===== src/rtl/key_filter.sv =====
// -----------------------------------------------------------------------------
// key_filter
//
// Push-button conditioner for the digital clock front panel. Each raw,
// bouncy, active-low button is synchronised, debounced and turned into a
// registered debounced level plus a one-cycle event strobe. A press event is
// (flag && !state) and a release event is (flag && state). With HOLD_MAX != 0,
// a held key also emits repeat strobes that look like fresh presses.
//
// Ports
//   clk          system clock
//   rst_n        asynchronous, active-low reset
//   i_key_in     raw button levels, asynchronous to clk, 0 = pressed
//   o_key_flag   one-cycle strobe per debounced event (press, release, repeat)
//   o_key_state  debounced level, 1 = released, 0 = pressed
//
// Parameters
//   KEY_NUM      number of independent channels
//   CNT_MAX      debounce window in clk cycles (>= 2)
//   HOLD_MAX     cycles from press strobe to first repeat strobe, 0 = no repeat
//   REPEAT_MAX   cycles between later repeat strobes (>= 1)
// -----------------------------------------------------------------------------
module key_filter #(
   parameter int KEY_NUM    = 3,
   parameter int CNT_MAX    = 1_000_000,
   parameter int HOLD_MAX   = 50_000_000,
   parameter int REPEAT_MAX = 10_000_000
) (
   input  logic               clk,
   input  logic               rst_n,
   input  logic [KEY_NUM-1:0] i_key_in,
   output logic [KEY_NUM-1:0] o_key_flag,
   output logic [KEY_NUM-1:0] o_key_state
);

   localparam logic [1:0] ST_IDLE    = 2'd0;
   localparam logic [1:0] ST_FILT_DN = 2'd1;
   localparam logic [1:0] ST_DOWN    = 2'd2;
   localparam logic [1:0] ST_FILT_UP = 2'd3;

   localparam int CNT_W     = $clog2(CNT_MAX);
   localparam int HOLD_SPAN = (HOLD_MAX > REPEAT_MAX) ? HOLD_MAX : REPEAT_MAX;
   localparam int HOLD_W    = (HOLD_SPAN > 1) ? $clog2(HOLD_SPAN) : 1;
   localparam bit REPEAT_EN = (HOLD_MAX != 0);

   localparam logic [CNT_W-1:0]  CNT_LAST  = CNT_W'(CNT_MAX - 1);
   localparam logic [HOLD_W-1:0] HOLD_LAST = HOLD_W'((HOLD_MAX > 0) ? HOLD_MAX - 1 : 0);
   localparam logic [HOLD_W-1:0] REP_LAST  = HOLD_W'(REPEAT_MAX - 1);

   for (genvar g = 0; g < KEY_NUM; g++) begin : g_chan
      logic              r_s1;
      logic              r_s2;
      logic [1:0]        r_state;
      logic [CNT_W-1:0]  r_cnt;
      logic [HOLD_W-1:0] r_hold;
      logic              r_rep;       // first repeat already issued in this hold
      logic              r_flag;
      logic              r_kstate;

      logic [1:0]        w_state_nxt;
      logic [CNT_W-1:0]  w_cnt_nxt;
      logic [HOLD_W-1:0] w_hold_nxt;
      logic              w_rep_nxt;
      logic              w_flag_nxt;
      logic              w_kstate_nxt;
      logic [HOLD_W-1:0] w_hold_target;
      logic              w_cnt_done;

      // Two-flop synchroniser; idle level is "released".
      always_ff @(posedge clk or negedge rst_n) begin
         if (!rst_n) begin
            r_s1 <= 1'b1;
            r_s2 <= 1'b1;
         end else begin
            r_s1 <= i_key_in[g];
            r_s2 <= r_s1;
         end
      end

      // The first repeat waits HOLD_MAX cycles, later ones REPEAT_MAX.
      assign w_hold_target = r_rep ? REP_LAST : HOLD_LAST;
      assign w_cnt_done    = (r_cnt == CNT_LAST);

      always_comb begin
         w_state_nxt  = r_state;
         w_cnt_nxt    = r_cnt;
         w_hold_nxt   = r_hold;
         w_rep_nxt    = r_rep;
         w_flag_nxt   = 1'b0;
         w_kstate_nxt = r_kstate;

         case (r_state)
            ST_IDLE: begin
               w_kstate_nxt = 1'b1;
               w_hold_nxt   = '0;
               w_rep_nxt    = 1'b0;
               if (!r_s2) begin
                  w_state_nxt = ST_FILT_DN;
                  w_cnt_nxt   = CNT_W'(1);
               end
            end

            ST_FILT_DN: begin
               if (r_s2) begin
                  // Bounce: drop back without an event.
                  w_state_nxt = ST_IDLE;
                  w_cnt_nxt   = '0;
               end else if (w_cnt_done) begin
                  w_state_nxt  = ST_DOWN;
                  w_flag_nxt   = 1'b1;
                  w_kstate_nxt = 1'b0;
                  w_cnt_nxt    = '0;
                  w_hold_nxt   = '0;
                  w_rep_nxt    = 1'b0;
               end else begin
                  w_cnt_nxt = r_cnt + 1'b1;
               end
            end

            ST_DOWN: begin
               w_kstate_nxt = 1'b0;
               if (r_s2) begin
                  // Release takes priority over a repeat due in this cycle.
                  w_state_nxt = ST_FILT_UP;
                  w_cnt_nxt   = CNT_W'(1);
                  w_hold_nxt  = '0;
                  w_rep_nxt   = 1'b0;
               end else if (REPEAT_EN) begin
                  if (r_hold == w_hold_target) begin
                     w_flag_nxt = 1'b1;
                     w_hold_nxt = '0;
                     w_rep_nxt  = 1'b1;
                  end else begin
                     w_hold_nxt = r_hold + 1'b1;
                  end
               end
            end

            ST_FILT_UP: begin
               if (!r_s2) begin
                  // Bounce on release: back to DOWN with the hold timer
                  // restarted, so the next repeat is a full HOLD_MAX away.
                  w_state_nxt = ST_DOWN;
                  w_cnt_nxt   = '0;
                  w_hold_nxt  = '0;
                  w_rep_nxt   = 1'b0;
               end else if (w_cnt_done) begin
                  w_state_nxt  = ST_IDLE;
                  w_flag_nxt   = 1'b1;
                  w_kstate_nxt = 1'b1;
                  w_cnt_nxt    = '0;
               end else begin
                  w_cnt_nxt = r_cnt + 1'b1;
               end
            end

            default: begin
               w_state_nxt  = ST_IDLE;
               w_cnt_nxt    = '0;
               w_hold_nxt   = '0;
               w_rep_nxt    = 1'b0;
               w_kstate_nxt = 1'b1;
            end
         endcase
      end

      always_ff @(posedge clk or negedge rst_n) begin
         if (!rst_n) begin
            r_state  <= ST_IDLE;
            r_cnt    <= '0;
            r_hold   <= '0;
            r_rep    <= 1'b0;
            r_flag   <= 1'b0;
            r_kstate <= 1'b1;
         end else begin
            r_state  <= w_state_nxt;
            r_cnt    <= w_cnt_nxt;
            r_hold   <= w_hold_nxt;
            r_rep    <= w_rep_nxt;
            r_flag   <= w_flag_nxt;
            r_kstate <= w_kstate_nxt;
         end
      end

      assign o_key_flag[g]  = r_flag;
      assign o_key_state[g] = r_kstate;
   end : g_chan

endmodule


===== config.mk =====
export PLATFORM = sky130hd
export DESIGN_NAME = key_filter
export DESIGN_NICKNAME = d
export VERILOG_FILES = /design/src/rtl/key_filter.sv
export SDC_FILE = /design/constraint.sdc
export NUM_CORES = 1
export LEC_CHECK = 0
export ABC_AREA = 1
export CAP_MARGIN = 5
export CORE_MARGIN = 3
export CORE_UTILIZATION = 30
export CTS_CLUSTER_SIZE = 14
export DETAILED_ROUTE_END_ITERATION = 7
export SYNTH_ARGS = -nofsm -noshare
export SYNTH_HDL_FRONTEND = slang
export SYNTH_SLANG_ARGS = --single-unit

===== constraint.sdc =====
create_clock -name clk -period 2.1 [get_ports clk]
set_clock_uncertainty 0.05 [all_clocks]
set_input_delay 0.42 -clock clk [delete_from_list [all_inputs] [get_ports clk]]
set_output_delay 0.42 -clock clk [all_outputs]
set_load 0.05 [all_outputs]

==> Word-level counts from Yosys, hierarchy flattened <==
Cells that the tools add are included.
{ "word_totals": {"regBits": 159, "latch_bits": 0, "mem_bits_rw": 0, "rom_bits": 0, "in_bits": 5, "out_inout_bits": 6, "elab_cells": 198, "n_memories": 0} }
{ "op_classes": {"addsub": 6, "n_mul": 0, "div_mod_pow": 0, "order_cmp": 0, "eq_ne": 45, "shift": 0, "muxes": 105, "bitwise_logic": 0, "n_reduce_logical": 18} }
{ "op_table": {"columns": ["op", "n"], "rows": [
  ["$mux 26", 18],
  ["$pmux 26 s4", 3],
  ["$mux 20", 15],
  ["$pmux 20 s4", 3],
  ["$add 26x1->26 const B", 3],
  ["$eq 26x26->1", 3],
  ["$add 20x1->20 const B", 3],
  ["$eq 20x20->1 const B", 3],
  ["$ne 2x2->1 const B", 21],
  ["$mux 1", 36],
  ["$mux 2", 18],
  ["$reduce_and 4->1", 9],
  ["$ne 3x3->1 const B", 9],
  ["$pmux 1 s4", 6],
  ["$pmux 2 s4", 3],
  ["$eq 2x2->1 const B", 6],
  ["$pmux 1 s3", 3],
  ["$reduce_and 3->1", 3],
  ["$eq 2x1->1 const B", 3],
  ["$logic_not 2->1", 3],
  ["$reduce_and 2->1", 3]
]} }

==> Logic depth before layout (Yosys ltp) <==
{ "logic_depth": {"ltp_word": 5, "mapped_depth": 13, "depth_no_buf": 12} }

==> Worst setup path before layout <==
OpenSTA, ideal clock, no wires.
{ "synth_path": {"kind": "register -> register", "from": "register g_chan[1].r_state[0]", "to": "register with a tool-made name", "setup_ps": 124, "arrival_ps": 1659, "required_ps": 1926, "slack_ps": 267, "stages_incl_launch_ff": 12, "n_path_buf": 1, "period_less_slack_ps": 1833, "path_cell_list": "dfrtp_1 -> inv_1 -> ha_1 -> buf_2 -> inv_2 -> nor2_1 -> a21oi_2 -> clkinv_1 -> nor2_2 -> nand2_1 -> nand2_1 -> o21ai_1"} }
{ "synth_rtl": {"columns": ["item", "line", "source"], "rows": [
  ["start, declared", "53", "logic [1:0] r_state;"],
  ["start signal, assigned", "176", "r_state <= w_state_nxt;"]
]} }

==> Worst setup path in the final report <==
{ "layout_path": {"from": "register g_chan[2].r_flag", "to": "output port o_key_flag[2]"} }
{ "layout_rtl": {"columns": ["item", "line", "source"], "rows": [
  ["start, declared", "57", "logic r_flag;"],
  ["start signal, assigned", "180", "r_flag <= w_flag_nxt;"],
  ["end, declared", "32", "output logic [KEY_NUM-1:0] o_key_flag,"]
]} }
No word-level cell between the ends.

==> results by group <==
Timing
  – Max-slew headroom: between 60 and 70%
  – RSZ-0062 raised after global routing: no
  – Fmax: 487.6 MHz
  – Sum of negative setup slack: 0 ns
  – Slew at the pin closest to its max-slew limit: 0.5361 ns
  – Period minus WS final: between 2 and 2.5 ns
  – Fin. max-slew vios: 0
  – Hold slack: 0.2947 ns
  – Hold Vio Cnt, Final: 0
  – Tcrit/Tclk final: between 90% and 100%
  – Setup-failing EPs final: 0

Pwr
  – Peak supply drop: around 0.74 mV
  – PwrDens: around 840 nW/um^2
  – Leakage: roughly 5.3 nW

Synth
  – Synthesized area: about 11,000 sq um
  – Top cell type's share of synthesized area: about a third
  – Top-count cell post-synth: nand2_1
  – Synth area leaders: dfrtp_1 35%, nand2_1 15%, nor2_1 7.2%, nand3_1 7.0%, inv_1 6.4%
  – Cell taking the most area after synthesis: dfrtp_1
  – Top cells by count, synth: 434 x nand2_1, 207 x nor2_1, 184 x inv_1
  – Async set or reset register ratio after synthesis: 100.0%
  – Synthesized instance count: between 1,500 and 2,000
  – Ys flop type: dfrtp_1
  – Yosys warns: 0
  – Synth unique cells: 47
  – Mean Syn Cell Area: around 7 sq um
  – Syn Nets: 1,597
  – Post-synth EDFFs: 0
  – Post-synthesis sequential area ratio: a little under two fifths
  – Post-synthesis register bit count: roughly 160

Clock network
  – Number of H-tree levels: 4
  – Clock root buffer: clkbuf_16
  – Maximum clock path buffer count: 2
  – Clock Pin Slew Worst Setup and Hold Paths: 0.07 ns
  – Inserted Clock Buffers: 17
  – CTS tree: yes
  – Worst skew pair latency: ~0.44 ns
  – # clock sinks: around 160

Critical path
  – Crit-path cells: clkdlybuf4s50_1
  – Worst EP arrival: between 1.5 and 2 ns
  – Startpoint types: flip-flop
  – Crit path buf inv count: 1
  – Slowest CP cell: clkdlybuf4s50_1
  – Crit Path Max Fanout: 1
  – R2r setup slk: 0.16 ns
  – Reg2reg start: g_chan[0].r_hold[0]
  – R2R depth: 10
  – FF-to-FF End: g_chan[0].r_hold[5]
  – Worst Path Required: between 1.5 and 2 ns
  – WS Path Type: flip-flop to output port
  – Crit. End Element: output port
  – Worst path depth: 1
  – Worst path max stage delay: 0.82 ns
  – Top cell family by delay on the critical path: buffers and inverters

Finish
  – Share of layout cells above drive strength 1: a little over a tenth
  – Nets: ~1,600
  – Area delta synth->final: 12.76%
  – Fillcell total: 3,698
  – Antenna diodes: 0

Global routing
  – Wire length of the first global-routing pass: between 40,000 and 50,000 um
  – Initial antenna violation count: 0
  – Grt ovf: 0
  – Total GRT Usage: ~14%
  – Largest net degree at the start of global routing: a little under 50
  – Number of global-route vias before repair: 9,607

Detailed routing
  – Antenna-violating nets left: 0
  – DRC: 0
  – DR vias: 10,070
  – Drt initial violations: ~780
  – Pre-antenna DRT Iters: 5
  – Routed len/inst: 13.07 um
  – Final WL: about 27,000 um
  – Vias per inst: around 5

Floorplan
  – Die width: between 150 and 200 um
  – IO Pins: 11
  – Die Area: 38,240 sq um
  – Rows: 68
  – Die Ht: between 150 and 200 um
  – CORE AREA: 34,970 sq um
  – Initial Util: between 30% and 40%

Worst hold path
  – Hold EP: g_chan[2].r_s2
  – Min-Delay Path Class: flip-flop to flip-flop
  – Hold wc startpoint: g_chan[2].r_s1
  – Hold path depth: 0

Place
  – PortBufs: 10
  – Post-DP HPWL: approximately 20,000 um
  – Routability cong.: approximately 0.96

Run
  – Max Cap Violations: 0

Status
  – Status: complete, no violations
-- registers in the layout, indices dropped and copies added, names as in the netlist, named ones only --
signal,flops
g_chan.r_cnt,60
g_chan.r_flag,3
g_chan.r_hold,78
g_chan.r_kstate,3
g_chan.r_rep,3
g_chan.r_s1,3
g_chan.r_s2,3
g_chan.r_state,3
-- how the worst max path moves through the flow --
stage,end,slack [ns],from
finish,o_key_flag[2],0.05,g_chan[2].r_flag
global route,o_key_flag[2],0.004,g_chan[2].r_flag
CTS,o_key_flag[2],0.01,g_chan[2].r_flag
detailed placement,g_chan[2].r_hold[10],0.13,g_chan[2].r_hold[1]
global placement,g_chan[2].r_hold[3],0.13,g_chan[2].r_hold[0]
floorplan,flip-flop,0.27,g_chan[1].r_state[0]
-- per-stage QoR --
step	std cells	instance area (sq um)	power (W)	utilization [%]	setup WS, ns
global route	2070	12150	0.01089	34.75	0.004280
finish	2070	12150	0.01022	34.75	0.04900
global placement	2035	11490	0.006894	32.87	0.1253
detailed placement	2035	11490	0.006928	32.87	0.1330
CTS	2068	12100	0.01025	34.61	0.01437
floorplan	1571	10780	0.006069	-	0.2667
-- power by group --
group	internal, W	switching [W]
Clock	0.00179	0.00146
Sequential	0.00329	0.000187
Combinational	0.00104	0.00245
-- cell type report --
class	instances	area (sq um)	share of cell area [%]
tap	455	569.3	4.684
multi-input combinational	1173	5784	47.60
clock buffer	17	425.4	3.500
inverter	201	757.0	6.229
clock inverter	15	173.9	1.431
timing repair buffer	50	452.9	3.727
sequential	159	3990	32.83
-- what timing repair did --
item	CTS	global route
resized for setup	0	7
endpoints found under the setup margin	0	33
setup buffers	0	2
endpoints found under the hold margin	40	0
hold buffers	1	0
-- cells in the final DEF, fill, tap and decap left out, types with 6 or more instances in the layout --
cell / netlist / routed
o22ai_1: 14 / 14
nand2_1: 434 / 434
inv_1: 184 / 184
nor3_1: 44 / 44
xor2_1: 26 / 26
dfrtp_1: 150 / 150
nand2_2: 12 / 10
nor2_1: 207 / 207
nor2_4: 6 / 6
nand2_4: 5 / 7
nand3b_1: 6 / 6
o21ai_1: 19 / 20
buf_4: 10 / 37
o21bai_1: 9 / 9
nand3_2: 9 / 9
clkbuf_16: 0 / 17
dfstp_2: 9 / 9
inv_2: 16 / 15
nand4_1: 58 / 58
a21oi_1: 16 / 16
o21ai_0: 78 / 77
nor2_2: 24 / 24
ha_1: 21 / 20
nand3_1: 151 / 151
-- kinds of logic after synthesis --
group                      share of synthesized area, %
buffers and inverters                             9.426
xor gates and xnor gates                          2.519
adders and majority gates                         2.438
AOI/OAI and AO/OA                                 7.952
DFF                                               37.02
and+or+nand+nor                                   40.64
-- routing by layer --
metal,up-vias,global-route usage [%],part of all wire [%]
met5,-,0,0
met4,0,3.829,1.3
met3,33,2.519,3.4
met2,199,23.44,46
met1,4707,20.03,49
li1,5128,-,-
(Power assumes the default switching activity.)
